--- config.mk ---
export PLATFORM = sky130hd
export DESIGN_NAME = ir_transmitter
export DESIGN_NICKNAME = d
export VERILOG_FILES = /design/src/rtl/ir_pkg.sv /design/src/rtl/ir_carrier_gen.sv /design/src/rtl/ir_transmitter.sv
export SDC_FILE = /design/constraint.sdc
export NUM_CORES = 1
export LEC_CHECK = 0
export ABC_AREA = 1
export CAP_MARGIN = 40
export CORE_MARGIN = 2
export CORE_UTILIZATION = 55
export CTS_CLUSTER_DIAMETER = 80
export DETAILED_ROUTE_END_ITERATION = 10
export PLACE_DENSITY = 0.71
export SLEW_MARGIN = 15
export SYNTH_ARGS = -nofsm -noshare
export SYNTH_HDL_FRONTEND = slang
export SYNTH_SLANG_ARGS = --single-unit
--- constraint.sdc ---
create_clock -name Clock -period 5.1 [get_ports Clock]
set_input_delay 1.02 -clock Clock [delete_from_list [all_inputs] [get_ports Clock]]
set_output_delay 1.02 -clock Clock [all_outputs]
set_load 0.01 [all_outputs]
--- src/rtl/ir_pkg.sv ---
// ---------------------------------------------------------------------------
// ir_pkg
// Shared definitions for the NEC infrared transmit path (and receive path):
//   - ir_state_e    : transmitter FSM states
//   - UNITS_*       : duration of each FSM state in NEC units (562.5 us)
//   - KEY_*         : command codes used by the application keypad
//   - state_units() : duration lookup for a state / current payload bit
//   - is_mark()     : true for states that drive the carrier
// ---------------------------------------------------------------------------
package ir_pkg;

  typedef enum logic [2:0] {
    IDLE      = 3'd0,
    HDR_MARK  = 3'd1,
    HDR_SPACE = 3'd2,
    BIT_MARK  = 3'd3,
    BIT_SPACE = 3'd4,
    STOP_MARK = 3'd5,
    GUARD     = 3'd6
  } ir_state_e;

  // Unit counter width: the longest state (GUARD) is 64 units.
  localparam int UNIT_W = 7;

  localparam logic [UNIT_W-1:0] UNITS_HDR_MARK       = 7'd16;
  localparam logic [UNIT_W-1:0] UNITS_HDR_SPACE      = 7'd8;
  localparam logic [UNIT_W-1:0] UNITS_BIT_MARK       = 7'd1;
  localparam logic [UNIT_W-1:0] UNITS_BIT_ZERO_SPACE = 7'd1;
  localparam logic [UNIT_W-1:0] UNITS_BIT_ONE_SPACE  = 7'd3;
  localparam logic [UNIT_W-1:0] UNITS_STOP_MARK      = 7'd1;
  localparam logic [UNIT_W-1:0] UNITS_GUARD          = 7'd64;

  localparam logic [7:0] KEY_UP    = 8'h18;
  localparam logic [7:0] KEY_DOWN  = 8'h52;
  localparam logic [7:0] KEY_LEFT  = 8'h08;
  localparam logic [7:0] KEY_RIGHT = 8'h5A;

  // Number of units the given state lasts; bit_val is the payload bit
  // currently being sent (only matters for BIT_SPACE).
  function automatic logic [UNIT_W-1:0] state_units(input ir_state_e st,
                                                    input logic      bit_val);
    case (st)
      HDR_MARK:  return UNITS_HDR_MARK;
      HDR_SPACE: return UNITS_HDR_SPACE;
      BIT_MARK:  return UNITS_BIT_MARK;
      BIT_SPACE: return bit_val ? UNITS_BIT_ONE_SPACE : UNITS_BIT_ZERO_SPACE;
      STOP_MARK: return UNITS_STOP_MARK;
      GUARD:     return UNITS_GUARD;
      default:   return '0;
    endcase
  endfunction

  function automatic logic is_mark(input ir_state_e st);
    return (st == HDR_MARK) || (st == BIT_MARK) || (st == STOP_MARK);
  endfunction

endpackage

--- src/rtl/ir_carrier_gen.sv ---
// ---------------------------------------------------------------------------
// ir_carrier_gen
// Registered 38 kHz carrier with ~1/3 duty cycle.
//   Clock   in  system clock
//   Reset_N in  asynchronous active-low reset
//   Enable  in  carrier enable for the NEXT cycle
//   Carrier out registered carrier: high for the first CARRIER_DIV/3 cycles
//               of every CARRIER_DIV-cycle period while enabled, else 0
// Enable is looked at one cycle ahead so that the registered output lines
// up exactly with the state register of the caller: the first cycle in
// which the caller is in a mark state is the first (high) carrier cycle.
// Dropping Enable clears the phase, so every new mark restarts at phase 0.
// ---------------------------------------------------------------------------
module ir_carrier_gen #(
  parameter int unsigned CARRIER_DIV = 1316
) (
  input  logic Clock,
  input  logic Reset_N,
  input  logic Enable,
  output logic Carrier
);

  localparam int unsigned PHASE_W     = (CARRIER_DIV > 1) ? $clog2(CARRIER_DIV) : 1;
  localparam int unsigned HIGH_CYCLES = CARRIER_DIV / 3;
  localparam logic [PHASE_W-1:0] PHASE_HIGH = PHASE_W'(HIGH_CYCLES);
  localparam logic [PHASE_W-1:0] PHASE_LAST = PHASE_W'(CARRIER_DIV - 1);

  logic [PHASE_W-1:0] phase_q, phase_d;
  logic               carrier_q, carrier_d;

  always_comb begin
    phase_d   = '0;
    carrier_d = 1'b0;
    if (Enable) begin
      carrier_d = (phase_q < PHASE_HIGH);
      phase_d   = (phase_q == PHASE_LAST) ? '0 : phase_q + 1'b1;
    end
  end

  always_ff @(posedge Clock or negedge Reset_N) begin
    if (!Reset_N) begin
      phase_q   <= '0;
      carrier_q <= 1'b0;
    end else begin
      phase_q   <= phase_d;
      carrier_q <= carrier_d;
    end
  end

  assign Carrier = carrier_q;

endmodule

--- src/rtl/ir_transmitter.sv ---
// ---------------------------------------------------------------------------
// ir_transmitter
// NEC infrared frame transmitter: header mark/space, 32 payload bits
// (Address, ~Address, Command, ~Command, each LSB first), stop mark, then
// a guard space before the next frame may start.
//   Clock     in  system clock, rising edge
//   Reset_N   in  asynchronous active-low reset
//   Start     in  frame request
//   Address   in  [7:0] NEC address, captured on accepted Start
//   Command   in  [7:0] NEC command, captured on accepted Start
//   IR_Out    out registered LED drive (carrier in marks, 0 in spaces)
//   Busy      out frame in progress (header through end of guard)
//   Done      out one-cycle pulse in the first cycle Busy is low again
//   State_Dbg out [2:0] current FSM state (ir_state_e encoding)
//
// Start/Busy handshake: Start is a level request that is accepted on any
// rising edge where Busy is low (FSM in IDLE). Busy is high from the cycle
// after acceptance until the end of GUARD. A Start sampled on the edge that
// ends GUARD is ignored because Busy was still high; in the following Done
// cycle Busy is low, so a held Start restarts the next frame immediately.
// ---------------------------------------------------------------------------
module ir_transmitter
  import ir_pkg::*;
#(
  parameter int unsigned UNIT_CYCLES = 28125,
  parameter int unsigned CARRIER_DIV = 1316
) (
  input  logic       Clock,
  input  logic       Reset_N,
  input  logic       Start,
  input  logic [7:0] Address,
  input  logic [7:0] Command,
  output logic       IR_Out,
  output logic       Busy,
  output logic       Done,
  output logic [2:0] State_Dbg
);

  // Cycle-within-unit counter plus unit counter together span 64 units
  // (the longest state) without wrapping.
  localparam int unsigned CYC_W = (UNIT_CYCLES > 1) ? $clog2(UNIT_CYCLES) : 1;
  localparam logic [CYC_W-1:0] CYC_LAST = CYC_W'(UNIT_CYCLES - 1);

  ir_state_e          state_q, state_d;
  logic [CYC_W-1:0]   cyc_q, cyc_d;
  logic [UNIT_W-1:0]  unit_q, unit_d;
  logic [4:0]         bit_q, bit_d;
  logic [31:0]        payload_q, payload_d;
  logic               done_q, done_d;

  logic [UNIT_W-1:0]  units_now;
  logic               unit_end;
  logic               state_end;
  logic               carrier;

  always_comb begin
    state_d   = state_q;
    cyc_d     = cyc_q;
    unit_d    = unit_q;
    bit_d     = bit_q;
    payload_d = payload_q;
    done_d    = 1'b0;

    // payload_q[0] is always the bit currently on air; it decides the
    // BIT_SPACE length.
    units_now = state_units(state_q, payload_q[0]);
    unit_end  = (cyc_q == CYC_LAST);
    state_end = unit_end && (unit_q == units_now - 1'b1);

    case (state_q)
      IDLE: begin
        if (Start) begin
          payload_d = {~Command, Command, ~Address, Address};
          bit_d     = '0;
          cyc_d     = '0;
          unit_d    = '0;
          state_d   = HDR_MARK;
        end
      end

      default: begin
        if (unit_end) begin
          cyc_d  = '0;
          unit_d = unit_q + 1'b1;
        end else begin
          cyc_d  = cyc_q + 1'b1;
        end

        if (state_end) begin
          // Every state entry starts counting from zero.
          cyc_d  = '0;
          unit_d = '0;
          case (state_q)
            HDR_MARK:  state_d = HDR_SPACE;
            HDR_SPACE: state_d = BIT_MARK;
            BIT_MARK:  state_d = BIT_SPACE;
            BIT_SPACE: begin
              if (bit_q == 5'd31) begin
                state_d = STOP_MARK;
              end else begin
                bit_d     = bit_q + 1'b1;
                payload_d = {1'b0, payload_q[31:1]};
                state_d   = BIT_MARK;
              end
            end
            STOP_MARK: state_d = GUARD;
            GUARD: begin
              state_d = IDLE;
              done_d  = 1'b1;
            end
            default:   state_d = IDLE;
          endcase
        end
      end
    endcase
  end

  always_ff @(posedge Clock or negedge Reset_N) begin
    if (!Reset_N) begin
      state_q   <= IDLE;
      cyc_q     <= '0;
      unit_q    <= '0;
      bit_q     <= '0;
      payload_q <= '0;
      done_q    <= 1'b0;
    end else begin
      state_q   <= state_d;
      cyc_q     <= cyc_d;
      unit_q    <= unit_d;
      bit_q     <= bit_d;
      payload_q <= payload_d;
      done_q    <= done_d;
    end
  end

  // Enable follows the next state so the carrier flop is aligned with
  // state_q: the first cycle of each mark state outputs a carrier high.
  ir_carrier_gen #(
    .CARRIER_DIV(CARRIER_DIV)
  ) u_carrier (
    .Clock  (Clock),
    .Reset_N(Reset_N),
    .Enable (is_mark(state_d)),
    .Carrier(carrier)
  );

  assign IR_Out    = carrier;
  assign Busy      = (state_q != IDLE);
  assign Done      = done_q;
  assign State_Dbg = state_q;

endmodule

==> results.json <==
{
  "wire_per_inst_um": 12.9,
  "outcome": "finished clean",
  "portBuffers": 24,
  "yosysUniqueCellTypes": 39,
  "pwr-share-clk_pct": 41.9,
  "avgSynthCellArea_um2": 7.92,
  "coreArea_mm2": 0.00729,
  "ant_nets": 0,
  "synth.top_cell.area_share_pct": 45.3,
  "postCtsSetupBuffers": 0,
  "synth_cells": 523,
  "period_needed_ps": 3170,
  "fin_nets": 571,
  "num-fill-cells": 672,
  "start_kind": "register",
  "ir_drop_mv": 0.161,
  "start_util_pct": 56.8,
  "synth_edf_count": 0,
  "yosysWarnings": 0,
  "grt_max_degree": 69,
  "die_w_um": 90.8,
  "p_int_uw": 851,
  "drtPass1Iterations": 5,
  "clk_path_buf_depth": 2,
  "clk_latency_ps": 340,
  "final_util_pct": 63.6,
  "yosys-top-cells-count": "121 x nand2_1, 75 x dfrtp_1, 63 x o21ai_0, 62 x nor2_1, 55 x inv_1",
  "synth_top_flop_cell": "dfrtp_1",
  "grt_pass1_vias": 3348,
  "dieArea_mm2": 0.00824,
  "relSlewSlack_pct": 51.1,
  "grt_pass1_wl_um": 15000,
  "cts_resized": 0,
  "critPathMaxStageDelay_ps": 510,
  "p_comb_share_pct": 3.2,
  "fin_crit_sh_pct": 62.3,
  "first_iter_violations": 176,
  "arrival_ps": 3380,
  "p_leak_uw": 0.00220,
  "hold_buffers": 0,
  "end_kind": "register",
  "slew_violations": 0,
  "power.switching_uw": 237,
  "synth_area_mm2": 0.00414,
  "htreeDepth": 3,
  "synthTopCellsByArea": "dfrtp_1 45%, nand2_1 11%, o21ai_0 7.6%",
  "drv_cap": 0,
  "rows": 31,
  "cp_max_fo": 68,
  "grt_use_total_pct": 22.4,
  "clock_skew_ps": 11.1,
  "synth_seq_cells": 75,
  "path_class": "reg2reg",
  "fp.dieH_um": 90.8,
  "cts_sinks": 75,
  "crit_family": "simple AND/OR/NAND/NOR gates",
  "cts_tree": "done",
  "setup_viol_count_final": 0,
  "seqPwrFrac_pct": 54.9,
  "clkTransAtPathRegs_ps": 80,
  "gp_congestion": 0.905,
  "antenna_found_initial": 0,
  "num_vias": 3420,
  "layout-drive-gt1-share_pct": 10.2,
  "wirelength_um": 8390,
  "root_buffer": "clkbuf_8",
  "hpwl_um": 5920,
  "ys_async_sr_fraction_pct": 100,
  "cp_slowest_cell": "dfrtp_1",
  "cp.required_ps": 5310,
  "viasPerCell": 5.28,
  "fmax_mhz": 315,
  "fin_setup_tns_ps": 0,
  "tightest_slew_ps": 734,
  "io_pins": 25,
  "path_buf_inv": 2,
  "numCtsBuffers": 9,
  "yosys.area.top_type": "dfrtp_1",
  "rsz0062_at_grt": "no",
  "synth_seq_area_share_pct": 45.3,
  "post-synth-top-count-cell": "nand2_1",
  "syn-num-nets": 550,
  "worstPathCellList": "inv_2, nor2_1, a21oi_2, ha_1, ha_1, inv_1, nand2_1, nand2_1, nand3_1, nor2_1, nand2_1, nor2_4, nand2_4, nand2_8, nand2_4, nor2_1, a21oi_2",
  "final-hold-violation-count": 0,
  "p_sw_share_pct": 21.8,
  "antenna_cells": 0,
  "grt_overflow": 0,
  "cellPowerDensity_mw_per_mm2": 235,
  "area_delta_synth_final_pct": 11.9,
  "route.detailed.drc": 0,
  "dp_cells": 632,
  "final_cells": 648,
  "hold_path_class": "reg2reg"
}
[power by group through the flow]
stage | Combinational (µW) | Clock, µW | Sequential [µW]
after floorplan | 6.29 | 0 | 608
after global placement | 33.7 | 0 | 609
after detailed placement | 36.0 | 0 | 609
after CTS | 36.0 | 475 | 597
after global routing | 39.9 | 497 | 597
final | 34.8 | 456 | 597
[placed cells by master (no fill, tap or decap), types with 2 or more instances in the layout]
cell / n
a21boi_0: 2
a21oi_1: 5
a21oi_2: 13
a31oi_1: 2
clkbuf_1: 2
clkbuf_8: 10
clkdlybuf4s50_1: 23
clkinvlp_4: 2
dfrtp_1: 75
ha_1: 8
inv_1: 55
inv_2: 3
nand2_1: 121
nand2_2: 2
nand2_4: 3
nand3_1: 30
nand4_1: 10
nor2_1: 62
nor2_2: 2
nor2_4: 2
nor3_1: 3
nor4_1: 3
o211ai_1: 3
o21a_1: 2
o21ai_0: 63
o21ai_2: 5
o22ai_1: 3
o31ai_1: 2
or2_2: 6
xnor2_1: 4
xor2_1: 10
[path summary, 6_finish.rpt]
path,start,end,slack [ps],cells past startpoint
setup / recovery,State_Dbg[2]$_DFF_PN0_,payload_q[4]$_DFFE_PN0P_,1930,17
hold / removal,payload_q[16]$_DFFE_PN0P_,payload_q[16]$_DFFE_PN0P_,480,2
setup reg to reg,State_Dbg[2]$_DFF_PN0_,payload_q[4]$_DFFE_PN0P_,1930,17
hold reg to reg,payload_q[16]$_DFFE_PN0P_,payload_q[16]$_DFFE_PN0P_,480,2
max in group asynchronous,Reset_N,payload_q[15]$_DFFE_PN0P_,3900,2
min in group asynchronous,Reset_N,unit_q[4]$_DFFE_PN0P_,630,1
[routing by layer]
metal | routed length [µm] | GRT usage [%]
met1 | 3970 | 29.9
met2 | 3980 | 36.4
met3 | 354 | 5.09
met4 | 90 | 7.32
met5 | 0 | 0
[registers in the layout, indices dropped and copies added, names as in the netlist]
name	flops
u_carrier.phase_q	11
bit_q	5
unit_q	7
cyc_q	15
Done	1
State_Dbg	3
u_carrier.Carrier	1
payload_q	32
[cell families after synthesis]
| logic type | synth area share, % |
|---|---|
| flip-flops | 45.3 |
| AO/OA/AOI/OAI | 15.3 |
| adder cells (fa/ha/maj) | 2.42 |
| AND/OR/NAND/NOR | 26.4 |
| buffers and inverters | 7.67 |
| XOR/XNOR | 2.96 |
[tightest hold or removal path, stage by stage, from the launching register on]
cell	delay, ps
dfrtp_1	350
nand2_1	50
nand2_1	40
[cell type report]
| cell class | count | area [µm²] | area share, % |
|---|---|---|---|
| inverter | 58 | 218 | 4.70 |
| clock buffer | 12 | 145 | 3.13 |
| sequential | 75 | 1880 | 40.5 |
| tap | 99 | 124 | 2.67 |
| timing repair buffer | 26 | 273 | 5.88 |
| multi-input combinational | 374 | 1950 | 42.1 |
| clock inverter | 4 | 50.0 | 1.08 |
[stage by stage]
stage               setup WS, ps  area, µm²  hold WS, ps  power [µW]
floorplan                   2490       4140          437         615
global placement            2040       4410          455         642
detailed placement          1970       4440          458         645
CTS                         1940       4640          477        1110
global route                1610       4640          509        1130
finish                      1930       4640          481        1090
No activity file was read; power rests on OpenSTA's default activity.
